`src/rtl/decoder_sequencer_if.sv`:
```
// Requester / decoder side signals of the decoder sequencer.
// slave: the sequencer itself; master: requesters + decoder (or a bench).
interface decoder_sequencer_if #(
    parameter int CODE_W = 7
);
    logic              a_valid;
    logic [CODE_W-1:0] a_code;
    logic              a_ready;
    logic              b_valid;
    logic [CODE_W-1:0] b_code;
    logic              b_ready;
    logic [CODE_W-1:0] dec_code;
    logic              dec_ctrl;
    logic              dec_reset;
    logic [3:0]        dec_state;
    logic              owner;
    logic              busy;
    logic              seq_done;
    logic              seq_err;
    logic              lockout;
    logic [1:0]        err_cnt;

    modport slave (
        input  a_valid, a_code, b_valid, b_code, dec_state,
        output a_ready, b_ready, dec_code, dec_ctrl, dec_reset,
               owner, busy, seq_done, seq_err, lockout, err_cnt
    );

    modport master (
        output a_valid, a_code, b_valid, b_code, dec_state,
        input  a_ready, b_ready, dec_code, dec_ctrl, dec_reset,
               owner, busy, seq_done, seq_err, lockout, err_cnt
    );
endinterface

```
`src/rtl/decoder_sequencer.sv`:
```
// Shares one code-word position decoder between requesters A and B.
// Round-robin grant per session, one code per handshake, decoder state
// sampled SETTLE cycles after the strobe, clear on terminal/error results,
// consecutive-error lockout and idle-session timeout.
module decoder_sequencer #(
    parameter int CODE_W   = 7,
    parameter int SETTLE   = 1,
    parameter int MAX_ERR  = 3,
    parameter int LOCK_CYC = 16,
    parameter int SESS_TO  = 64
) (
    input  logic                 clk,
    input  logic                 Reset,
    decoder_sequencer_if.slave   sq
);
    localparam logic [2:0] S_IDLE  = 3'd0;
    localparam logic [2:0] S_ISSUE = 3'd1;
    localparam logic [2:0] S_WAIT  = 3'd2;
    localparam logic [2:0] S_CHECK = 3'd3;
    localparam logic [2:0] S_CLEAR = 3'd4;
    localparam logic [2:0] S_LOCK  = 3'd5;

    // one counter serves both the settle wait and the lockout window
    localparam int CMAX = (SETTLE > LOCK_CYC) ? SETTLE : LOCK_CYC;
    localparam int CW   = $clog2(CMAX + 1);
    localparam int TW   = $clog2(SESS_TO + 1);

    logic [2:0]        state_q, state_d;
    logic              owner_q, owner_d;
    logic              last_q, last_d;
    logic              sess_q, sess_d;
    logic [CODE_W-1:0] lat_q, lat_d;
    logic [CODE_W-1:0] dcode_q, dcode_d;
    logic [TW-1:0]     timer_q, timer_d;
    logic [CW-1:0]     cnt_q, cnt_d;
    logic [1:0]        err_q, err_d;

    logic a_rdy, b_rdy, drst, done, fail, expire;
    logic [1:0] err_inc;

    // next-state, handshake and pulse decode
    always_comb begin
        state_d = state_q;
        owner_d = owner_q;
        last_d  = last_q;
        sess_d  = sess_q;
        lat_d   = lat_q;
        dcode_d = dcode_q;
        timer_d = timer_q;
        cnt_d   = cnt_q;
        err_d   = err_q;
        a_rdy   = 1'b0;
        b_rdy   = 1'b0;
        drst    = 1'b0;
        done    = 1'b0;
        fail    = 1'b0;
        err_inc = (err_q == 2'd3) ? 2'd3 : err_q + 2'd1;
        expire  = sess_q && (timer_q == TW'(SESS_TO - 1));
        case (state_q)
            S_IDLE: begin
                if (expire) begin
                    // timeout beats a same-cycle handshake
                    fail    = 1'b1;
                    err_d   = err_inc;
                    state_d = S_CLEAR;
                end else begin
                    if (sess_q) begin
                        a_rdy = !owner_q && sq.a_valid;
                        b_rdy = owner_q && sq.b_valid;
                    end else if (sq.a_valid && sq.b_valid) begin
                        a_rdy = last_q;
                        b_rdy = !last_q;
                    end else begin
                        a_rdy = sq.a_valid;
                        b_rdy = sq.b_valid;
                    end
                    if (a_rdy || b_rdy) begin
                        lat_d   = b_rdy ? sq.b_code : sq.a_code;
                        owner_d = b_rdy;
                        state_d = S_ISSUE;
                    end else if (sess_q) begin
                        timer_d = timer_q + TW'(1);
                    end
                end
            end
            S_ISSUE: begin
                dcode_d = lat_q;
                cnt_d   = '0;
                state_d = S_WAIT;
            end
            S_WAIT: begin
                if (cnt_q == CW'(SETTLE - 1)) state_d = S_CHECK;
                else                          cnt_d   = cnt_q + CW'(1);
            end
            S_CHECK: begin
                case (sq.dec_state)
                    4'd1, 4'd2, 4'd3, 4'd4, 4'd5: begin
                        sess_d  = 1'b1;
                        timer_d = '0;
                        state_d = S_IDLE;
                    end
                    4'd0: begin
                        sess_d  = 1'b0;
                        state_d = S_IDLE;
                    end
                    4'd9, 4'd10: begin
                        done    = 1'b1;
                        err_d   = 2'd0;
                        state_d = S_CLEAR;
                    end
                    default: begin
                        fail   = 1'b1;
                        err_d  = err_inc;
                        sess_d = 1'b0;
                        if (32'(err_inc) >= MAX_ERR) begin
                            cnt_d   = '0;
                            state_d = S_LOCK;
                        end else begin
                            state_d = S_CLEAR;
                        end
                    end
                endcase
            end
            S_CLEAR: begin
                drst    = 1'b1;
                sess_d  = 1'b0;
                timer_d = '0;
                last_d  = owner_q;
                state_d = S_IDLE;
            end
            S_LOCK: begin
                drst = (cnt_q == '0);
                if (cnt_q == CW'(LOCK_CYC - 1)) begin
                    err_d   = 2'd0;
                    last_d  = owner_q;
                    state_d = S_IDLE;
                end else begin
                    cnt_d = cnt_q + CW'(1);
                end
            end
            default: state_d = S_IDLE;
        endcase
    end

    // state registers, synchronous reset (last owner = B so A wins first tie)
    always_ff @(posedge clk) begin
        if (Reset) begin
            state_q <= S_IDLE;
            owner_q <= 1'b0;
            last_q  <= 1'b1;
            sess_q  <= 1'b0;
            lat_q   <= '0;
            dcode_q <= '0;
            timer_q <= '0;
            cnt_q   <= '0;
            err_q   <= 2'd0;
        end else begin
            state_q <= state_d;
            owner_q <= owner_d;
            last_q  <= last_d;
            sess_q  <= sess_d;
            lat_q   <= lat_d;
            dcode_q <= dcode_d;
            timer_q <= timer_d;
            cnt_q   <= cnt_d;
            err_q   <= err_d;
        end
    end

    // outputs are forced quiet while Reset is high, except dec_reset
    always_comb begin
        sq.a_ready   = !Reset && a_rdy;
        sq.b_ready   = !Reset && b_rdy;
        sq.dec_ctrl  = !Reset && (state_q == S_ISSUE);
        sq.dec_code  = Reset ? '0 : ((state_q == S_ISSUE) ? lat_q : dcode_q);
        sq.dec_reset = Reset || drst;
        sq.owner     = !Reset && owner_q;
        sq.busy      = !Reset && ((state_q != S_IDLE) || sess_q);
        sq.seq_done  = !Reset && done;
        sq.seq_err   = !Reset && fail;
        sq.lockout   = !Reset && (state_q == S_LOCK);
        sq.err_cnt   = Reset ? 2'd0 : err_q;
    end
endmodule

```
`src/flat_wrapper.sv`:
```
// flat-port wrapper written by rule: the top's interface ports become plain ports
module decoder_sequencer_flat 
#(
    parameter int CODE_W   = 7,
    parameter int SETTLE   = 1,
    parameter int MAX_ERR  = 3,
    parameter int LOCK_CYC = 16,
    parameter int SESS_TO  = 64
)
  (clk, Reset, sq_a_valid, sq_a_code, sq_b_valid, sq_b_code, sq_dec_state, sq_a_ready, sq_b_ready, sq_dec_code, sq_dec_ctrl, sq_dec_reset, sq_owner, sq_busy, sq_seq_done, sq_seq_err, sq_lockout, sq_err_cnt);
  decoder_sequencer_if #(.CODE_W(CODE_W)) sq_i ();
  input  logic clk;
  input  logic Reset;
  input wire logic [$bits(sq_i.a_valid)-1:0] sq_a_valid;
  input wire logic [$bits(sq_i.a_code)-1:0] sq_a_code;
  input wire logic [$bits(sq_i.b_valid)-1:0] sq_b_valid;
  input wire logic [$bits(sq_i.b_code)-1:0] sq_b_code;
  input wire logic [$bits(sq_i.dec_state)-1:0] sq_dec_state;
  output wire logic [$bits(sq_i.a_ready)-1:0] sq_a_ready;
  output wire logic [$bits(sq_i.b_ready)-1:0] sq_b_ready;
  output wire logic [$bits(sq_i.dec_code)-1:0] sq_dec_code;
  output wire logic [$bits(sq_i.dec_ctrl)-1:0] sq_dec_ctrl;
  output wire logic [$bits(sq_i.dec_reset)-1:0] sq_dec_reset;
  output wire logic [$bits(sq_i.owner)-1:0] sq_owner;
  output wire logic [$bits(sq_i.busy)-1:0] sq_busy;
  output wire logic [$bits(sq_i.seq_done)-1:0] sq_seq_done;
  output wire logic [$bits(sq_i.seq_err)-1:0] sq_seq_err;
  output wire logic [$bits(sq_i.lockout)-1:0] sq_lockout;
  output wire logic [$bits(sq_i.err_cnt)-1:0] sq_err_cnt;
  assign sq_i.a_valid = sq_a_valid;
  assign sq_i.a_code = sq_a_code;
  assign sq_i.b_valid = sq_b_valid;
  assign sq_i.b_code = sq_b_code;
  assign sq_i.dec_state = sq_dec_state;
  assign sq_a_ready = sq_i.a_ready;
  assign sq_b_ready = sq_i.b_ready;
  assign sq_dec_code = sq_i.dec_code;
  assign sq_dec_ctrl = sq_i.dec_ctrl;
  assign sq_dec_reset = sq_i.dec_reset;
  assign sq_owner = sq_i.owner;
  assign sq_busy = sq_i.busy;
  assign sq_seq_done = sq_i.seq_done;
  assign sq_seq_err = sq_i.seq_err;
  assign sq_lockout = sq_i.lockout;
  assign sq_err_cnt = sq_i.err_cnt;
  decoder_sequencer #(.CODE_W(CODE_W), .SETTLE(SETTLE), .MAX_ERR(MAX_ERR), .LOCK_CYC(LOCK_CYC), .SESS_TO(SESS_TO)) u_core (.clk(clk), .Reset(Reset), .sq(sq_i));
endmodule
```
`config.mk`:
```
export PLATFORM = sky130hd
export DESIGN_NAME = decoder_sequencer_flat
export DESIGN_NICKNAME = d
export VERILOG_FILES = /design/src/rtl/decoder_sequencer_if.sv /design/src/rtl/decoder_sequencer.sv /design/src/flat_wrapper.sv
export SDC_FILE = /design/constraint.sdc
export NUM_CORES = 1
export LEC_CHECK = 0
export BUFFER_PORTS_ARGS = -buffer_cell sky130_fd_sc_hd__buf_2
export CORE_ASPECT_RATIO = 1.4
export CORE_MARGIN = 4
export CORE_UTILIZATION = 45
export DETAILED_ROUTE_END_ITERATION = 10
export PLACE_DENSITY = 0.81
export SYNTH_ARGS = -nofsm -noshare
export SYNTH_HDL_FRONTEND = slang
export SYNTH_SLANG_ARGS = --single-unit
```
`constraint.sdc`:
```
create_clock -name clk -period 1.9 [get_ports clk]
set_input_delay 0.57 -clock clk [delete_from_list [all_inputs] [get_ports clk]]
set_output_delay 0.57 -clock clk [all_outputs]
set_load 0.02 [all_outputs]
```
; ---- Word level (Yosys, flattened, before mapping)
; Index checks and enable logic that the tools add are counted.
[totals]
mem_bits_rw = 0
n_memories = 0
elab_cells = 129
regBits = 34
in_bits = 22
mem_bits_ro = 0
latch_bits = 0
out_inout_bits = 18
[classes]
n_bitwise = 1
div = 0
n_shift = 0
mul = 0
n_mux = 48
n_addsub = 3
reduce_logical = 38
magnitude_cmp = 1
eq_ne = 29
[op_table]
columns = op, n
row1 = $mux 7, 7
row2 = $pmux 7 s3, 1
row3 = $mux 5, 4
row4 = $pmux 5 s4, 1
row5 = $mux 1, 18
row6 = $pmux 3 s5, 1
row7 = $ne 2x2->1 const B, 7
row8 = $logic_and 1x1->1, 12
row9 = $mux 3, 4
row10 = $ne 2x1->1 const B, 6
row11 = $pmux 1 s2, 5
row12 = $reduce_and 5->1, 2
row13 = $reduce_bool 3->1, 3
row14 = $eq 4x2->1 const B, 2
row15 = $eq 4x3->1 const B, 2
row16 = $eq 4x4->1 const B, 2
row17 = $mux 2, 4
row18 = $reduce_or 8->1, 1
row19 = $add 7x1->7 const B, 1
row20 = $eq 7x6->1 const B, 1
row21 = $eq 3x2->1 const B, 2
row22 = $eq 3x3->1 const B, 2
row23 = $pmux 2 s3, 1
row24 = $pmux 3 s2, 1
row25 = other kinds (23), 30

; ---- Depth between registers and ports, before layout
; Gate-level depths: netlist of the first run.
[depth]
word_depth = 9
depth_mapped = 7
depth_no_buf = 7

; ---- Worst setup path before layout of the first run
; No wires, ideal clock.
[synth_path]
path_kind = reg-to-output
startpoint = register u_core.state_q[1]
endpoint = output port sq_seq_err
t_arrival_ns = 1.604
n_path_buf = 1
t_required_ns = 1.330
slack_ns = -0.274
path_stages_with_launch = 5
path_cell_list = dfxtp_1 > buf_2 > or3_4 > or3_1 > a21oi_1
[synth_via]
elab_chain_cells = 3
word_cells_on_any_way = 4
cone_classes = eq/ne (1) / mux (1) / reduce/logical (2)
[synth_rtl]
columns = element, line_no
row1 = start: declaration, decoder_sequencer.sv:28  ; logic [2:0] state_q, state_d;
row2 = start signal: assignment, decoder_sequencer.sv:158  ; state_q <= state_d;
row3 = $eq 3x2->1 / $logic_not 3->1 (equally long branches), decoder_sequencer.sv:59  ; case (state_q)
row4 = $pmux 1 s2 (*), decoder_sequencer.sv:59
row5 = $logic_and 1x1->1 (*), decoder_sequencer.sv:180  ; sq.seq_err = !Reset && fail;
row6 = end: declaration, flat_wrapper.sv:27  ; output wire logic [$bits(sq_i.seq_err)-1:0] sq_seq_err;
; Mark *: on every way between the ends. The rest lies on a longest branch, timed or not.

; ---- Worst setup path after layout of the first run
[layout_path]
startpoint = register u_core.state_q[0]
endpoint = output port sq_seq_err
; The elaborated chain is that of the path after synthesis.

==> results.json, run 1 <==
{
  "worst_pin_slew_ns": 0.390,
  "synth-edff-count": 0,
  "cts_buffer_depth": 2,
  "drt-pass1-iter-count": 6,
  "crit_path_end_kind": "primary output",
  "start_kind": "register",
  "netlist_area_um2": 1940,
  "setup_ws_ns": -0.323,
  "async_reset_ff_share_pct": 0,
  "dpl-instance-area_um2": 2540,
  "dieArea_um2": 5440,
  "nets": 338,
  "grt_pass1_wl_um": 9450,
  "syn_to_final_growth_pct": 52.5,
  "crit_path_max_fanout": 3,
  "fin_hold_ws_ns": 0.432,
  "port_buffers": 39,
  "critPathArrivalTime_ns": 1.65,
  "avgViaCountPerCell": 5.91,
  "drc": 0,
  "path_class": "reg -> out",
  "yosys_register_bits": 34,
  "yosys.area.top_type_share_pct": 35.1,
  "stdcell_area_um2": 2960,
  "maxCapViolations": 0,
  "grt_start_max_net_pins": 26,
  "path_clk_slew_ns": 0.06,
  "critPathRequiredTime_ns": 1.33,
  "vdd_drop_max_mv": 0.497,
  "fmax_ghz": 0.450,
  "routedWlPerCell_um": 16.7,
  "cts.sinks": 34,
  "drtIter0Drc": 115,
  "place_congestion": 0.863,
  "routed_wl_um": 5950,
  "drive_above_1_share_pct": 47.8,
  "gr-total-overflow": 0,
  "synth-main-ff-cell": "dfxtp_1",
  "ff2ff_setup_slack_ns": 0.06,
  "relSlewSlack_pct": 74.0,
  "final_cells": 357,
  "num_rows": 28,
  "track_usage_pct": 21.9,
  "report.final.setup_viol": 15,
  "antenna_left": 0,
  "io-pin-count": 40,
  "cts.htree.levels": 2,
  "place_inst": 338,
  "start_util_pct": 46.1,
  "holdCritPathClass": "reg -> reg",
  "synth_cell_types": 53,
  "clockRootBuffer": "clkbuf_8",
  "dp_hpwl_um": 3920,
  "finalCriticalPeriod_ns": 2.22,
  "die_width_um": 63.5,
  "yosysSeqAreaShare_pct": 35.1,
  "cts_buffers": 5,
  "status": "finished with violations",
  "syn_inst": 223,
  "hold_violations": 0,
  "synthTopCellsByArea": "dfxtp_1 35%, mux2i_1 9.8%, a311oi_1 5.9%",
  "power_density_nw_per_um2": 1060,
  "p_leak_nw": 1.27,
  "die_y_um": 85.7,
  "core_um2": 4200,
  "nFillCells": 324,
  "synth_warnings": 0,
  "synth_top_area_cell": "dfxtp_1",
  "failed_checks": "setup timing",
  "finalCritPeriodShare_pct": 117,
  "final.setup_skew_ns": 0.00676,
  "syn-num-nets": 249,
  "antenna_found_initial": 0,
  "rsz0062_at_grt": "yes",
  "clk_latency_ns": 0.28,
  "syn_avg_cell_area_um2": 8.70,
  "drv_slew": 0,
  "diodes": 0,
  "num_vias": 2110,
  "first_global_vias": 2063,
  "cts_tree": "yes"
}
[logic make-up (layout without fill, tap and decap cells)]
family	count (synthesis)	count (layout)	synth area share [%]
xor gates and xnor gates	2	2	0.903
DFF	34	34	35.1
adders and majority gates	4	4	2.58
buffers and inverters	20	109	4.77
and+or+nand+nor	80	80	22.1
AOI/OAI and AO/OA	64	64	24.7
muxes	19	19	9.81
[area by class of cell]
type	instances	area [µm²]	share of cell area [%]
Clock inverter	2	10.0	0.339
Inverter	8	30.0	1.02
Timing Repair Buffer	94	736	24.9
Sequential cell	34	688	23.3
Clock buffer	5	68.8	2.33
Multi-Input combinational cell	169	1370	46.3
Tap cell	45	56.3	1.90
[cell usage in the layout, fill, tap and decap left out, types with 4 or more instances in the layout]
cell type | synthesis | layout
a311oi_1 | 13 | 10
buf_2 | 5 | 26
a31oi_1 | 6 | 6
buf_12 | 0 | 4
mux2i_1 | 19 | 19
o21a_1 | 4 | 4
inv_1 | 8 | 5
o21ai_0 | 4 | 4
buf_6 | 1 | 12
nor2b_1 | 4 | 4
nand2_1 | 18 | 17
dfxtp_1 | 34 | 28
buf_4 | 1 | 52
nor2_1 | 21 | 19
a21oi_1 | 15 | 12
dfxtp_2 | 0 | 6
clkbuf_8 | 0 | 5
nand3_1 | 8 | 6
nand2b_1 | 5 | 5
[critical path, cell delays in order, from the launching register on]
cell	delay [ns]
dfxtp_2	0.33
or3_4	0.38
or3_4	0.37
a21oi_4	0.16
buf_6	0.13
[synth_stat cells (all sizes together), types with 4 or more instances]
cell    count
a21oi      16
a311oi     13
a31oi       7
buf         9
dfxtp      34
ha          4
inv         8
mux2i      19
nand2      18
nand2b      5
nand3       8
nor2       21
nor2b       4
nor3        7
o21a        4
o21ai       7
or3         4
[per-stage QoR]
stage | utilization (%) | setup slack, ns | TNS [ns] | total power, mW
finish | 70.3 | -0.323 | -2.86 | 3.13
global route | 70.3 | -0.362 | -3.94 | 3.31
CTS | 67.2 | -0.317 | -2.75 | 3.00
detailed placement | 60.4 | -0.326 | -1.38 | 2.32
global placement | 60.4 | -0.330 | -1.20 | 2.28
floorplan | - | -0.127 | -0.127 | 1.82
[state kept, by name (all words and copies together), names as in the netlist]
register        cells
u_core.dcode_q      7
u_core.err_q        2
u_core.cnt_q        5
u_core.lat_q        7
u_core.state_q      3
u_core.owner_q      1
u_core.timer_q      7
u_core.last_q       1
u_core.sess_q       1
[power breakdown]
| part | total, mW | switching (mW) | internal (mW) |
|---|---|---|---|
| Combinational | 1.72 | 0.865 | 0.853 |
| Sequential | 0.915 | 0.0746 | 0.840 |
| Clock | 0.501 | 0.256 | 0.246 |
| Total | 3.13 | 1.20 | 1.94 |
[per-layer routing]
metal	track usage, %	wire [µm]	share of wire (%)	up-vias
met4	12.2	277	4.7	0
met3	4.72	259	4.4	29
met5	0	0	0	-
li1	-	-	-	1010
met1	23.1	2310	39	999
met2	40.0	3100	52	72
[repair_timing]
item,4_1_cts,5_1_grt
pin swaps,10,6
endpoints found under the setup margin,15,21
gates cloned,0,0
gates resized for setup,42,23
buffers inserted,9,5
hold buffers,0,0
[worst paths after layout]
path | from | to | depth (start not counted)
max | u_core.state_q[0] | sq_seq_err | 4
min | u_core.timer_q[6] | u_core.timer_q[6] | 2
max reg2reg | u_core.state_q[0] | u_core.timer_q[3] | 8
min reg2reg | u_core.timer_q[6] | u_core.timer_q[6] | 2
No activity file was read; power rests on OpenSTA's default activity.
==> run 2, diff against run 1 <==
--- a/config.mk
+++ b/config.mk
@@ -10,7 +10,7 @@
 export CORE_MARGIN = 4
 export CORE_UTILIZATION = 45
 export DETAILED_ROUTE_END_ITERATION = 10
-export PLACE_DENSITY = 0.81
+export PLACE_DENSITY = 0.79
 export SYNTH_ARGS = -nofsm -noshare
 export SYNTH_HDL_FRONTEND = slang
 export SYNTH_SLANG_ARGS = --single-unit
==> constraint.sdc (replaced) <==
create_clock -name clk -period 2.7 [get_ports clk]
set_input_delay 0.81 -clock clk [delete_from_list [all_inputs] [get_ports clk]]
set_output_delay 0.81 -clock clk [all_outputs]
set_load 0.02 [all_outputs]
==> results.json, run 2 (synthesis gave the netlist of run 1 again) <==
{
  "vdd_drop_max_mv": 0.372,
  "cts.sinks": 34,
  "grt_start_max_net_pins": 37,
  "fmax_ghz": 0.374,
  "num_rows": 28,
  "die_y_um": 85.7,
  "port_buffers": 39,
  "drtIter0Drc": 100,
  "finalPower_mw": 2.03,
  "diodes": 0,
  "num_vias": 1829,
  "gr-total-overflow": 0,
  "die_width_um": 63.5,
  "start_kind": "primary input",
  "clockRootBuffer": "clkbuf_8",
  "avgViaCountPerCell": 5.75,
  "final_common_cell": "buf_2",
  "io-pin-count": 40,
  "dp_hpwl_um": 3360,
  "drc": 0,
  "cts_tree": "yes",
  "rsz0062_at_grt": "yes",
  "clk_latency_ns": 0.29,
  "nFillCells": 394,
  "critPathBufInv": 2,
  "path_clk_slew_ns": 0.06,
  "gr-usage-met2_pct": 31.0,
  "status": "complete, no violations",
  "antenna_left": 0,
  "path_cells": "buf_6, xor2_1, o21a_1, or3_1, a21oi_1, buf_4",
  "holdCritPathClass": "reg -> reg",
  "grt_use_met1_pct": 20.7,
  "layout_common_cells": "36 x buf_2, 34 x dfxtp_1, 21 x nor2_1",
  "antenna_found_initial": 0,
  "crit_path_max_incr_delay_ns": 0.31,
  "worst_pin_slew_ns": 0.652,
  "place_congestion": 0.821,
  "cts_buffer_depth": 2,
  "path_class": "in -> out",
  "globalRoute.busiestLayer": "met2",
  "drt-pass1-iter-count": 4,
  "cpMaxStageDelayCell": "or3_1",
  "first_global_vias": 1681,
  "nets": 298,
  "critPathArrivalTime_ns": 1.86,
  "fin_hold_ws_ns": 0.431,
  "report.final.setup_viol": 0,
  "cts_buffers": 5,
  "drive_above_1_share_pct": 27.1,
  "finalCriticalPeriod_ns": 2.67,
  "crit_path_end_kind": "primary output",
  "maxCapViolations": 0,
  "p_leak_nw": 1.04,
  "syn_to_final_growth_pct": 24.1,
  "hold_violations": 0,
  "cts.htree.levels": 2,
  "cp_top_family": "compound AO/OA/AOI/OAI gates",
  "routedWlPerCell_um": 14.5,
  "relSlewSlack_pct": 56.5,
  "crit_path_max_fanout": 3,
  "power_density_nw_per_um2": 846,
  "track_usage_pct": 17.8,
  "grt_pass1_wl_um": 7770,
  "dieArea_um2": 5440,
  "finalCritPeriodShare_pct": 99.1,
  "critPathRequiredTime_ns": 1.89,
  "routed_wl_um": 4610,
  "met3_usage_pct": 3.80,
  "largest_registers": "u_core.dcode_q x7, u_core.lat_q x7, u_core.timer_q x7",
  "start_util_pct": 46.1,
  "drv_slew": 0,
  "final.setup_skew_ns": 0.00544,
  "core_um2": 4200,
  "ff2ff_setup_slack_ns": 0.70
}
## run 2: changes by cell type in the layout (fill, tap and decap cells not counted), moves of 4 or more
cell / before / now
buf_4: 52 / 14
buf_2: 26 / 36
buf_6: 12 / 4
dfxtp_1: 28 / 34
dfxtp_2: 6 / 0
buf_12: 4 / 0
## run 2: area by class of cell
cell class	count	area [µm²]	share of cell area [%]
clock buffer	6	82.6	3.43
clock inverter	2	60.1	2.50
inverter	8	30.0	1.25
multi-input combinational	169	1170	48.5
sequential	34	681	28.3
tap	45	56.3	2.34
timing repair buffer	54	330	13.7
## run 2: where the power goes
group | switching (mW) | internal, mW
Clock | 0.185 | 0.394
Sequential | 0.0485 | 0.589
Combinational | 0.474 | 0.344
Total | 0.708 | 1.33
## run 2: tightest hold or removal path, stage by stage, from the launching register on
cell and delay [ns]:
dfxtp_1 0.31, nand2_1 0.05, a21oi_1 0.03
## run 2: repair_timing
item | CTS | global route
gates resized for setup | 1 | 4
setup buffers | 0 | 0
setup endpoints to repair | 1 | 8
pin swaps | 1 | 0
hold buffers | 0 | 0
## run 2: final timing paths
check,startpoint,to,depth (start not counted)
worst max-delay path,sq_dec_state[1],sq_seq_err,6
worst min-delay path,u_core.timer_q[6],u_core.timer_q[6],2
worst max register to register,u_core.state_q[0],u_core.lat_q[5],6
worst min register to register,u_core.timer_q[6],u_core.timer_q[6],2
## run 2: metal layers
metal / vias up / share of wire [%]
met3: 8 / 4.1
met2: 50 / 53
met5: - / 0
met4: 0 / 2.0
li1: 927 / -
met1: 844 / 41
## run 2: through the flow
step	instances	setup slack, ns	setup TNS, ns	instance area (µm²)	utilization, %
after detailed placement	310	-0.0244	-0.0244	2240	53.3
after CTS	318	0.00195	0	2390	56.8
after floorplan	223	0.0480	0	1940	-
after global placement	310	-0.0131	-0.0131	2240	53.3
after global routing	318	-0.0183	-0.0311	2410	57.2
final	318	0.0250	0	2410	57.2
